## src/rtl/hazard_scoreboard_ctrl.sv

```systemverilog
`default_nettype none
// ============================================================================
// hazard_scoreboard_ctrl: E/M/W write scoreboard driving the D-stage stall,
// the D/E operand forwarding selects and the M/W write-back controls.
// Revision: 1.0
// ============================================================================
module hazard_scoreboard_ctrl #(
    parameter int REG_W  = 5,
    parameter int TNEW_W = 2
) (
    input  logic              clk,
    input  logic              reset,
    input  logic              D_valid,
    input  logic [REG_W-1:0]  D_rs,
    input  logic [REG_W-1:0]  D_rt,
    input  logic [TNEW_W-1:0] D_Tuse_rs,
    input  logic [TNEW_W-1:0] D_Tuse_rt,
    input  logic [REG_W-1:0]  D_A3,
    input  logic [TNEW_W-1:0] D_Tnew,
    input  logic [1:0]        D_src,
    output logic              stall,
    output logic [1:0]        fwd_D_rs,
    output logic [1:0]        fwd_D_rt,
    output logic [1:0]        fwd_E_rs,
    output logic [1:0]        fwd_E_rt,
    output logic [1:0]        s_M_GRF_Wdata,
    output logic              W_we,
    output logic [REG_W-1:0]  W_A3
);

    typedef struct packed {
        logic              valid;
        logic [REG_W-1:0]  a3;
        logic [TNEW_W-1:0] tnew;
        logic [1:0]        src;
    } rec_t;

    rec_t             e_rec, m_rec, w_rec, m_next;
    logic [REG_W-1:0] e_rs, e_rt;
    logic             issue;

    function automatic logic hit(input rec_t rec, input logic [REG_W-1:0] r);
        return rec.valid && (rec.a3 == r) && (r != '0);
    endfunction

    function automatic logic hazard(input logic [REG_W-1:0] r, input logic [TNEW_W-1:0] tuse);
        return (hit(e_rec, r) && (tuse < e_rec.tnew)) ||
               (hit(m_rec, r) && (tuse < m_rec.tnew));
    endfunction

    // Youngest matching writer decides; a not-yet-ready writer yields 00 and
    // relies on the stall rather than falling back to an older, stale copy.
    function automatic logic [1:0] fwd_d(input logic [REG_W-1:0] r);
        if (hit(e_rec, r))      return (e_rec.tnew == '0) ? 2'b01 : 2'b00;
        else if (hit(m_rec, r)) return (m_rec.tnew == '0) ? 2'b10 : 2'b00;
        else if (hit(w_rec, r)) return 2'b11;
        else                    return 2'b00;
    endfunction

    function automatic logic [1:0] fwd_e(input logic [REG_W-1:0] r);
        if (!e_rec.valid)       return 2'b00;
        else if (hit(m_rec, r)) return (m_rec.tnew == '0) ? 2'b10 : 2'b00;
        else if (hit(w_rec, r)) return 2'b11;
        else                    return 2'b00;
    endfunction

    always_comb begin
        stall = D_valid && (hazard(D_rs, D_Tuse_rs) || hazard(D_rt, D_Tuse_rt));
        issue = D_valid && !stall;

        fwd_D_rs = fwd_d(D_rs);
        fwd_D_rt = fwd_d(D_rt);
        fwd_E_rs = fwd_e(e_rs);
        fwd_E_rt = fwd_e(e_rt);

        m_next      = e_rec;
        m_next.tnew = (e_rec.tnew != '0) ? e_rec.tnew - TNEW_W'(1) : '0;

        s_M_GRF_Wdata = m_rec.src;
        W_we          = w_rec.valid && (w_rec.a3 != '0);
        W_A3          = w_rec.a3;
    end

    always_ff @(posedge clk or negedge reset) begin
        if (!reset) begin
            e_rec <= '0;
            m_rec <= '0;
            w_rec <= '0;
            e_rs  <= '0;
            e_rt  <= '0;
        end else begin
            w_rec <= m_rec;
            m_rec <= m_next;
            if (issue) begin
                e_rec <= '{valid: 1'b1, a3: D_A3, tnew: D_Tnew, src: D_src};
                e_rs  <= D_rs;
                e_rt  <= D_rt;
            end else begin
                e_rec <= '0;
                e_rs  <= '0;
                e_rt  <= '0;
            end
        end
    end

endmodule
`default_nettype wire

```

## config.mk

```make
export PLATFORM = sky130hd
export DESIGN_NAME = hazard_scoreboard_ctrl
export DESIGN_NICKNAME = d
export VERILOG_FILES = /design/src/rtl/hazard_scoreboard_ctrl.sv
export SDC_FILE = /design/constraint.sdc
export NUM_CORES = 1
export LEC_CHECK = 0
export ABC_AREA = 1
export BUFFER_PORTS_ARGS = -buffer_cell sky130_fd_sc_hd__buf_4
export CORE_MARGIN = 3
export CORE_UTILIZATION = 37
export DETAILED_ROUTE_END_ITERATION = 8
export PLACE_DENSITY = 0.53
export REMOVE_ABC_BUFFERS = 1
export SKIP_CTS_REPAIR_TIMING = 1
export SLEW_MARGIN = 40
export SYNTH_ARGS = -nofsm -noshare
export SYNTH_HDL_FRONTEND = slang
export SYNTH_SLANG_ARGS = --single-unit
```

## constraint.sdc

```tcl
create_clock -name clk -period 1.5 [get_ports clk]
set_input_delay 0.225 -clock clk [delete_from_list [all_inputs] [get_ports clk]]
set_output_delay 0.225 -clock clk [all_outputs]
set_load 0.02 [all_outputs]
```

; ---- Yosys cells after proc, flatten, opt, wreduce, memory -nomap -nowiden
; Cells that the tools add are included.
[word_totals]
reg_bits = 36
inputBits = 26
out_inout_bits = 17
wordCells = 84
[op_classes]
addsub = 1
n_lt_le_gt_ge = 4
eq_ne = 10
muxes = 18
reduce_logical = 39
[op_table]
columns = op, n
row1 = $eq 5x5->1, 10
row2 = $mux 2, 14
row3 = $logic_and 1x1->1, 27
row4 = $reduce_bool 5->1, 5
row5 = $mux 10, 1
row6 = $mux 5, 2
row7 = $lt 2x2->1, 4
row8 = $logic_not 2->1, 2
row9 = $logic_or 1x1->1, 3
row10 = $reduce_bool 2->1, 1
row11 = $sub 2x1->2 const B, 1
row12 = $logic_not 1->1, 1
row13 = $mux 1, 1

; ---- Logic depth before layout (Yosys ltp)
; Gate-level depths: netlist of the first run.
[depth]
depth_word = 10
depth_mapped = 12
depth_no_buf = 11

; ---- Worst setup path after synthesis of the first run
; Ideal clock, no wire load.
[synth_timing]
path_type = reg2out
startpoint = reg m_rec[4] (netlist bit)
endpoint = out fwd_E_rt[1]
arrival_ns = 1.438
t_required_ns = 1.275
setup_slack_ns = -0.163
stages_incl_launch_ff = 8
n_path_buf = 0
path_cell_list = dfrtp_1 inv_1 or2_2 nand4_1 inv_1 nand2_1 inv_1 o21ai_0
[synth_via]
elab_chain_len = 5
[synth_rtl]
columns = item, line
row1 = from (decl), 38  ; rec_t e_rec, m_rec, w_rec, m_next;
row2 = from (signal assigned), 93  ; m_rec <= m_next;
row3 = $eq 5x5->1, 43  ; return rec.valid && (rec.a3 == r) && (r != '0);
row4 = $logic_and 1x1->1 (2 in a row), 43
row5 = $mux 2, 62  ; else if (hit(m_rec, r)) return (m_rec.tnew == '0) ? 2'b10 : 2'b00;
row6 = $mux 2, 61  ; if (!e_rec.valid) return 2'b00;
row7 = to (decl), 25  ; output logic [1:0] fwd_E_rt,
; No other way between the ends.

; ---- Worst setup path in the final report of the first run
[layout_timing]
startpoint = reg m_rec[7] (netlist bit)
endpoint = out fwd_E_rt[1]
; Same word-level chain as after synthesis.

==> results of run 1 <==
## area by class of cell
type                       instances  area, um^2  area share (%)
multi-input combinational        215        1320            39.9
clock inverter                     1        7.51           0.227
tap                               75        93.8            2.84
inverter                          57         216            6.55
clock buffer                       7        86.3            2.61
sequential                        36         910            27.5
timing repair buffer              77         672            20.3
## stage by stage
| stage | cells | setup WS (ns) | hold WS [ns] |
|---|---|---|---|
| CTS | 458 | -0.429 | -0.103 |
| detailed placement | 450 | -0.0958 | 0.212 |
| floorplan | 308 | -0.184 | -0.0706 |
| finish | 468 | -0.326 | 0.156 |
| global placement | 450 | -0.0875 | 0.217 |
| global route | 468 | -0.436 | 0.149 |
## path summary, 6_finish.rpt
kind | slack (ns) | endpoint | cells after the start
max reg2reg | 0.01 | e_rec[8] | 9
min in group asynchronous | 0.43 | e_rec[0] | 2
max | -0.33 | fwd_E_rt[1] | 9
max in group asynchronous | 0.72 | m_rec[8] | 2
min reg2reg | 0.35 | s_M_GRF_Wdata[0] | 0
min | 0.16 | e_rec[5] | 3
## flip-flops by register name, indices dropped and copies added (netlist names)
register / cells
w_rec: 1
e_rec: 10
m_rec: 8
e_rt: 5
e_rs: 5
W_A3: 5
s_M_GRF_Wdata: 2
## kinds of logic after synthesis
group | after synthesis
simple gates | 173
flops | 36
xor+xnor | 12
buf+inv | 66
fa+ha+maj | 4
compound gates | 26
## Yosys cell counts, drive strengths merged
library cell	number	area, um^2
nand3	14	95.1
a21oi	12	60.1
dfrtp	36	901
inv	55	206
o22ai	2	12.5
xnor2	7	61.3
nand4	10	62.6
a21boi	1	7.51
ha	4	50.1
nor3	5	25.0
nor4	1	6.26
o2111ai	1	8.76
clkinv	2	7.51
a211oi	1	7.51
xor2	5	43.8
buf	9	75.1
o211ai	1	7.51
or2	2	12.5
nor2	41	246
o21ai	8	40.0
nand2	100	385
## metal layers
layer  vias to the layer above  GRT usage [%]  part of all wire (%)
li1                       1124              -                     -
met1                      1018           23.4                    45
met2                        51           29.4                    47
met3                        19           3.20                   3.9
met4                         0           7.91                   3.5
met5                         -              0                     0
## where the power goes
| part | internal [mW] | switching, mW | total (mW) |
|---|---|---|---|
| clock network | 0.373 | 0.356 | 0.729 |
| logic | 0.309 | 0.365 | 0.674 |
| registers | 1.03 | 0.0660 | 1.09 |
## critical path: stages, from the launching register on
cell and delay [ns]:
dfrtp_1 0.42, inv_2 0.08, nand2_1 0.06, nand4_1 0.14
nor3_2 0.19, nand2_1 0.08, inv_2 0.07, nand2_1 0.05
o21ai_1 0.06, buf_4 0.15
==> flow_metrics.py, run 1 <==
metrics = {
    "clock_tree": {
        "cts_tree": "done",
        "insertion_delay_ns": 0.29,
        "clk_pin_slew_ns": 0.07,
        "clockRootBuffer": "clkbuf_8",
        "clockBufferDepth": 2,
        "numCtsBuffers": 5,
        "cts_max_level": 2,
        "clock_sinks": 36,
    },
    "routing": {
        "drt-vias-per-instance": 4.73,
        "drt-total-wl_mm": 6.40,
        "antenna_left": 0,
        "dr.first_iter.drc_count": 74,
        "dr.pass1.iters": 4,
        "routedWlPerCell_um": 13.7,
        "vias": 2212,
        "drcViolationCount": 0,
    },
    "synth": {
        "syn-cell-area_mm2": 0.00232,
        "synth-seq-cells": 36,
        "syn_area_per_cell_um2": 7.33,
        "ys_types": 27,
        "synth_fa_ha_area_share_pct": 2.16,
        "synth.area.mux_share_pct": 0,
        "synth_top_family_by_area": "simple AND/OR/NAND/NOR gates",
        "syn_inst": 317,
        "synth_xor_xnor_area_share_pct": 4.53,
        "synth-simple-area-share_pct": 35.9,
        "yosysWarnings": 0,
        "synth_compound_area_share_pct": 6.20,
        "synth_seq_area_share_pct": 38.8,
    },
    "grt": {
        "grt_pass1_vias": 2156,
        "grt_pass1_wl_mm": 10.3,
        "antenna_found_initial": 0,
        "overflow": 0,
        "track_usage_pct": 18.1,
        "grt_max_degree": 37,
    },
    "placed_design": {
        "routabilityCongestion": 0.858,
        "place.port_buffers": 42,
        "place_area_mm2": 0.00286,
        "hpwl_mm": 4.89,
    },
    "floorplanning": {
        "boundaryPins": 43,
        "fp.dieH_um": 85.2,
        "dieArea_mm2": 0.00726,
        "coreArea_mm2": 0.00599,
        "die_w_um": 85.2,
        "rows": 28,
        "initial_core_util_pct": 38.8,
    },
    "layout": {
        "fin_area_mm2": 0.00330,
        "fin_nets": 422,
        "final_core_util_pct": 55.2,
        "fillCellCount": 564,
        "synthToLayoutAreaGrowth_pct": 42.3,
        "antenna_cells": 0,
        "final_common_cell": "nand2_1",
        "drive_above_1_share_pct": 47.6,
        "layout_common_cells": "nand2_1 (85), buf_4 (60), inv_1 (36), dfrtp_1 (29), nor2_2 (21)",
    },
    "sta": {
        "maxSlewViolCount": 0,
        "finalHoldViolations": 0,
        "timing.slew.headroom_pct": 69.8,
        "skew_ns": 0.00731,
        "setup_tns_ns": -2.82,
        "tightest_slew_ns": 0.453,
        "setup_violations": 10,
        "period_share_pct": 122,
        "setup_ws_ns": -0.326,
        "min_period_ns": 1.83,
        "rsz0062_at_grt": "yes",
        "max_freq_mhz": 548,
    },
    "power": {
        "vdd_drop_max_uv": 548,
        "p_leak_nw": 1.68,
        "total_power_mw": 2.50,
        "power.density_mw_per_mm2": 755,
    },
    "critical_path": {
        "required_ns": 1.27,
        "end_kind": "primary output",
        "path_max_fanout": 5,
        "startpoint_type": "flop",
        "crit_arrival_ns": 1.60,
        "critPathLaunch": "m_rec[7]",
        "critPathKind": "flop to primary output",
        "r2r-start": "e_rec[3]",
    },
    "hold_path": {
        "hold_class": "input port to flop",
        "hp-start": "D_A3[1]",
    },
    "outcome": {
        "violations": "setup timing",
        "outcome": "finished, violations left",
    },
    "run": {
        "max-cap-violations": 0,
    },
}
Power figures use the tool's default switching activity.
==> run 2: changes to the inputs <==
--- a/config.mk
+++ b/config.mk
@@ -10,6 +10,7 @@
 export CORE_MARGIN = 3
 export CORE_UTILIZATION = 37
 export DETAILED_ROUTE_END_ITERATION = 8
+export GPL_TIMING_DRIVEN = 0
 export PLACE_DENSITY = 0.53
 export REMOVE_ABC_BUFFERS = 1
 export SKIP_CTS_REPAIR_TIMING = 1
==> flow_metrics.py, run 2 (synthesis results as in run 1) <==
metrics = {
    "routing": {
        "vias": 2154,
        "antenna_left": 0,
        "dr.first_iter.drc_count": 79,
        "drcViolationCount": 0,
        "drt-vias-per-instance": 4.70,
        "dr.pass1.iters": 4,
        "routedWlPerCell_um": 14.0,
        "drt-total-wl_mm": 6.40,
    },
    "layout": {
        "fin_nets": 412,
        "final_core_util_pct": 53.7,
        "largest_reg_flops": 10,
        "final_cell_count_no_fill": 458,
        "largestRegisters": "e_rec (10), m_rec (8)",
        "drive_above_1_share_pct": 45.7,
        "regMostFlops": "e_rec",
        "synthToLayoutAreaGrowth_pct": 38.6,
        "final_common_cell": "nand2_1",
        "layout_common_cells": "nand2_1 (90), buf_4 (52), inv_1 (34), dfrtp_1 (25), inv_2 (21)",
        "antenna_cells": 0,
    },
    "sta": {
        "skew_ns": 0.00595,
        "timing.slew.headroom_pct": 69.4,
        "min_period_ns": 1.94,
        "max_freq_mhz": 515,
        "rsz0062_at_grt": "yes",
        "maxSlewViolCount": 0,
        "setup_ws_ns": -0.442,
        "setup_tns_ns": -4.34,
        "setup_violations": 25,
        "finalHoldViolations": 0,
        "tightest_slew_ns": 0.459,
        "period_share_pct": 129,
    },
    "power": {
        "total_power_mw": 2.46,
        "p_comb_share_pct": 25.6,
        "p_seq_share_pct": 44.7,
        "clockPowerShare_pct": 29.8,
        "switching_share_pct": 32.1,
        "vdd_drop_max_uv": 474,
        "p_int_mw": 1.67,
        "switchingPower_mw": 0.791,
        "power.density_mw_per_mm2": 765,
        "p_leak_nw": 1.61,
    },
    "grt": {
        "grt_max_degree": 37,
        "antenna_found_initial": 0,
        "track_usage_pct": 16.7,
        "grt_pass1_vias": 1982,
        "overflow": 0,
        "grt_pass1_wl_mm": 9.55,
    },
    "critical_path": {
        "timing.rr.end": "e_rt[2]",
        "r2r-start": "m_rec[8]",
        "reg2regPathDepth": 11,
        "required_ns": 1.27,
        "critPathKind": "flop to primary output",
        "crit_arrival_ns": 1.72,
        "path_max_fanout": 6,
        "critPathLaunch": "W_A3[2]",
        "startpoint_type": "flop",
        "rrSetupSlack_ns": -0.10,
        "end_kind": "primary output",
    },
    "floorplanning": {
        "dieArea_mm2": 0.00726,
        "coreArea_mm2": 0.00599,
        "die_w_um": 85.2,
        "rows": 28,
        "fp.dieH_um": 85.2,
        "boundaryPins": 43,
        "initial_core_util_pct": 38.8,
    },
    "clock_tree": {
        "clockRootBuffer": "clkbuf_8",
        "insertion_delay_ns": 0.29,
        "clk_pin_slew_ns": 0.07,
        "clockBufferDepth": 2,
        "cts_tree": "done",
        "clock_sinks": 36,
        "numCtsBuffers": 5,
        "cts_max_level": 2,
    },
    "outcome": {
        "violations": "setup timing",
        "outcome": "finished, violations left",
    },
    "placed_design": {
        "place_inst": 425,
        "hpwl_mm": 4.47,
        "routabilityCongestion": 0.860,
        "place.port_buffers": 42,
        "pre_cts_slack_ns": -0.335,
    },
    "hold_path": {
        "hold_path_depth": 3,
        "hold_end": "e_rec[8]",
        "hold_class": "input port to flop",
        "hp-start": "D_A3[4]",
    },
    "run": {
        "max-cap-violations": 0,
    },
}
[run 2: power by group through the flow]
stage	Clock, mW	Combinational, mW	Sequential [mW]
2_1_floorplan	0	0.288	1.10
3_3_place_gp	0	0.482	1.11
3_5_place_dp	0	0.484	1.11
4_1_cts	0.750	0.486	1.09
5_1_grt	0.783	0.698	1.11
6_report	0.733	0.630	1.10
[run 2: through the flow]
| step | hold slack (ns) | cell area, um^2 |
|---|---|---|
| detailed placement | 0.213 | 2660 |
| CTS | -0.101 | 2750 |
| floorplan | -0.0706 | 2250 |
| global placement | 0.212 | 2660 |
| global route | 0.152 | 3220 |
| finish | 0.153 | 3220 |
[run 2: worst max-delay path by stage]
stage                   to  slack, ns
2_1_floorplan  fwd_E_rt[1]      -0.18
3_3_place_gp       e_rs[3]      -0.33
3_5_place_dp       e_rs[0]      -0.34
4_1_cts        fwd_D_rt[1]      -0.48
5_1_grt        fwd_D_rt[1]      -0.57
6_report       fwd_D_rt[1]      -0.44
[run 2: worst max-delay path, cell delays in order (launching register included)]
cell and delay, ns:
dfrtp_2 0.46, inv_2 0.08, nand2_1 0.05, a21oi_1 0.13, nand4_1 0.17, nor2_2 0.16, nand3_1 0.10, o21ai_1 0.10
buf_4 0.16
[run 2: area by class of cell]
type	instances	area (um^2)
fillers	598	2770
multi-input cells	218	1370
flip-flops and latches	36	915
repair buffers	64	524
inverters	57	219
well taps	75	93.8
clock buffers	7	86.3
clock inverters	1	7.51
[run 2: routing by layer]
| metal | share of wire [%] | track usage (%) | wire (um) |
|---|---|---|---|
| met2 | 49 | 28.5 | 3150 |
| met1 | 45 | 21.7 | 2860 |
| met5 | 0 | 0 | 0 |
| met4 | 2.0 | 4.03 | 127 |
| met3 | 4.1 | 3.40 | 261 |
==> run 3: changes to the inputs <==
==> constraint.sdc (replaced) <==
create_clock -name clk -period 1.5 [get_ports clk]
set_input_delay 0.15 -clock clk [delete_from_list [all_inputs] [get_ports clk]]
set_output_delay 0.15 -clock clk [all_outputs]
set_load 0.02 [all_outputs]
==> flow_metrics.py, run 3 (synthesis results as in run 1) <==
metrics = {
    "outcome": {
        "outcome": "finished, violations left",
        "violations": "setup timing",
    },
    "clock_tree": {
        "cts_max_level": 2,
        "clockBufferDepth": 2,
        "clock_sinks": 36,
        "cts_tree": "done",
        "numCtsBuffers": 5,
        "clockRootBuffer": "clkbuf_8",
        "clk_pin_slew_ns": 0.08,
        "insertion_delay_ns": 0.29,
    },
    "sta": {
        "finalHoldViolations": 0,
        "period_share_pct": 124,
        "setup_ws_ns": -0.366,
        "whs_ns": 0.0767,
        "skew_ns": 0.00620,
        "timing.slew.headroom_pct": 69.6,
        "min_period_ns": 1.87,
        "maxSlewViolCount": 0,
        "max_freq_mhz": 536,
        "tightest_slew_ns": 0.457,
        "rsz0062_at_grt": "yes",
        "setup_violations": 25,
    },
    "routing": {
        "routedWlPerCell_um": 13.7,
        "drcViolationCount": 0,
        "dr.pass1.iters": 4,
        "vias": 2138,
        "drt-total-wl_mm": 6.25,
        "drt-vias-per-instance": 4.69,
        "dr.first_iter.drc_count": 83,
        "antenna_left": 0,
    },
    "critical_path": {
        "critPathKind": "flop to primary output",
        "cp_slowest_stage_delay_ns": 0.46,
        "cp_cell_sequence": "inv_2 -> nand2_1 -> a21oi_1 -> nand4_1 -> nor2_2 -> nand3_1 -> o21ai_1 -> buf_4",
        "crit_arrival_ns": 1.72,
        "timing.rr.end": "e_rs[3]",
        "slowest_stage": "dfrtp_2",
        "reg2regPathDepth": 9,
        "path_max_fanout": 6,
        "rrSetupSlack_ns": -0.06,
        "end_kind": "primary output",
        "startpoint_type": "flop",
        "required_ns": 1.35,
        "r2r-start": "m_rec[3]",
    },
    "placed_design": {
        "hpwl_mm": 4.47,
        "place_inst": 425,
        "place.port_buffers": 42,
        "routabilityCongestion": 0.860,
    },
    "layout": {
        "largestRegisters": "e_rec (10), m_rec (8)",
        "final_core_util_pct": 52.1,
        "regMostFlops": "e_rec",
        "largest_reg_flops": 10,
        "fin_nets": 410,
        "layout_common_cells": "nand2_1 (92), buf_4 (54), inv_1 (35), dfrtp_1 (25), nor2_2 (24)",
        "drive_above_1_share_pct": 42.8,
        "synthToLayoutAreaGrowth_pct": 34.3,
        "antenna_cells": 0,
        "final_common_cell": "nand2_1",
        "final_cell_count_no_fill": 456,
    },
    "grt": {
        "track_usage_pct": 16.7,
        "grt_max_degree": 37,
        "grt_pass1_wl_mm": 9.55,
        "overflow": 0,
        "antenna_found_initial": 0,
        "grt_pass1_vias": 1982,
    },
    "hold_path": {
        "hold_path_depth": 3,
        "hold_end": "e_rec[8]",
        "hold_class": "input port to flop",
        "hp-start": "D_A3[4]",
    },
    "floorplanning": {
        "initial_core_util_pct": 38.8,
        "coreArea_mm2": 0.00599,
        "boundaryPins": 43,
        "rows": 28,
        "fp.dieH_um": 85.2,
        "die_w_um": 85.2,
        "dieArea_mm2": 0.00726,
    },
    "run": {
        "max-cap-violations": 0,
    },
    "power": {
        "p_leak_nw": 1.58,
        "vdd_drop_max_uv": 467,
        "clockPowerShare_pct": 30.1,
        "switchingPower_mw": 0.769,
        "p_seq_share_pct": 45.3,
        "p_int_mw": 1.66,
        "p_comb_share_pct": 24.6,
        "power.density_mw_per_mm2": 778,
        "switching_share_pct": 31.7,
    },
}
run 3: power groups by stage:
stage	combinational [mW]	sequential, mW	clock (mW)
floorplan	0.288	1.10	0
global placement	0.482	1.11	0
detailed placement	0.484	1.11	0
CTS	0.486	1.09	0.750
global route	0.665	1.11	0.783
finish	0.596	1.10	0.730
run 3: critical path, delay by kind of cell, from the launching register on:
family	cells	cell delay (ns)
simple gates	4	0.48
buf+inv	2	0.24
flops	1	0.46
compound gates	2	0.23
run 3: how the worst max path moves through the flow:
stage / endpoint / from / slack, ns
finish: fwd_D_rt[1] / W_A3[2] / -0.37
global route: fwd_D_rt[1] / W_A3[2] / -0.49
CTS: fwd_D_rt[1] / W_A3[2] / -0.41
detailed placement: e_rs[0] / e_rec[3] / -0.34
global placement: e_rs[3] / e_rec[3] / -0.33
floorplan: fwd_E_rt[1] / W_A3[1] / -0.11
run 3: cell type report:
cell class,count,area (um^2)
repair buffers,62,494
clock buffers,7,86.3
well taps,75,93.8
multi-input cells,218,1300
flip-flops and latches,36,915
fillers,608,2870
clock inverters,1,7.51
inverters,57,219
run 3: through the flow:
step / TNS [ns] / power, mW / instance area [um^2] / worst slack (ns)
3_5_place_dp: -6.69 / 1.60 / 2660 / -0.335
5_1_grt: -5.85 / 2.56 / 3120 / -0.494
3_3_place_gp: -6.56 / 1.59 / 2660 / -0.326
4_1_cts: -9.81 / 2.33 / 2750 / -0.409
6_report: -3.10 / 2.43 / 3120 / -0.366
2_1_floorplan: -1.67 / 1.39 / 2250 / -0.109
run 3: per-layer routing:
layer | GRT usage, % | wire (um) | vias up
li1 | - | - | 1102
met1 | 21.7 | 2760 | 971
met2 | 28.5 | 3100 | 54
met3 | 3.40 | 293 | 11
met4 | 4.03 | 104 | 0
met5 | 0 | 0 | -
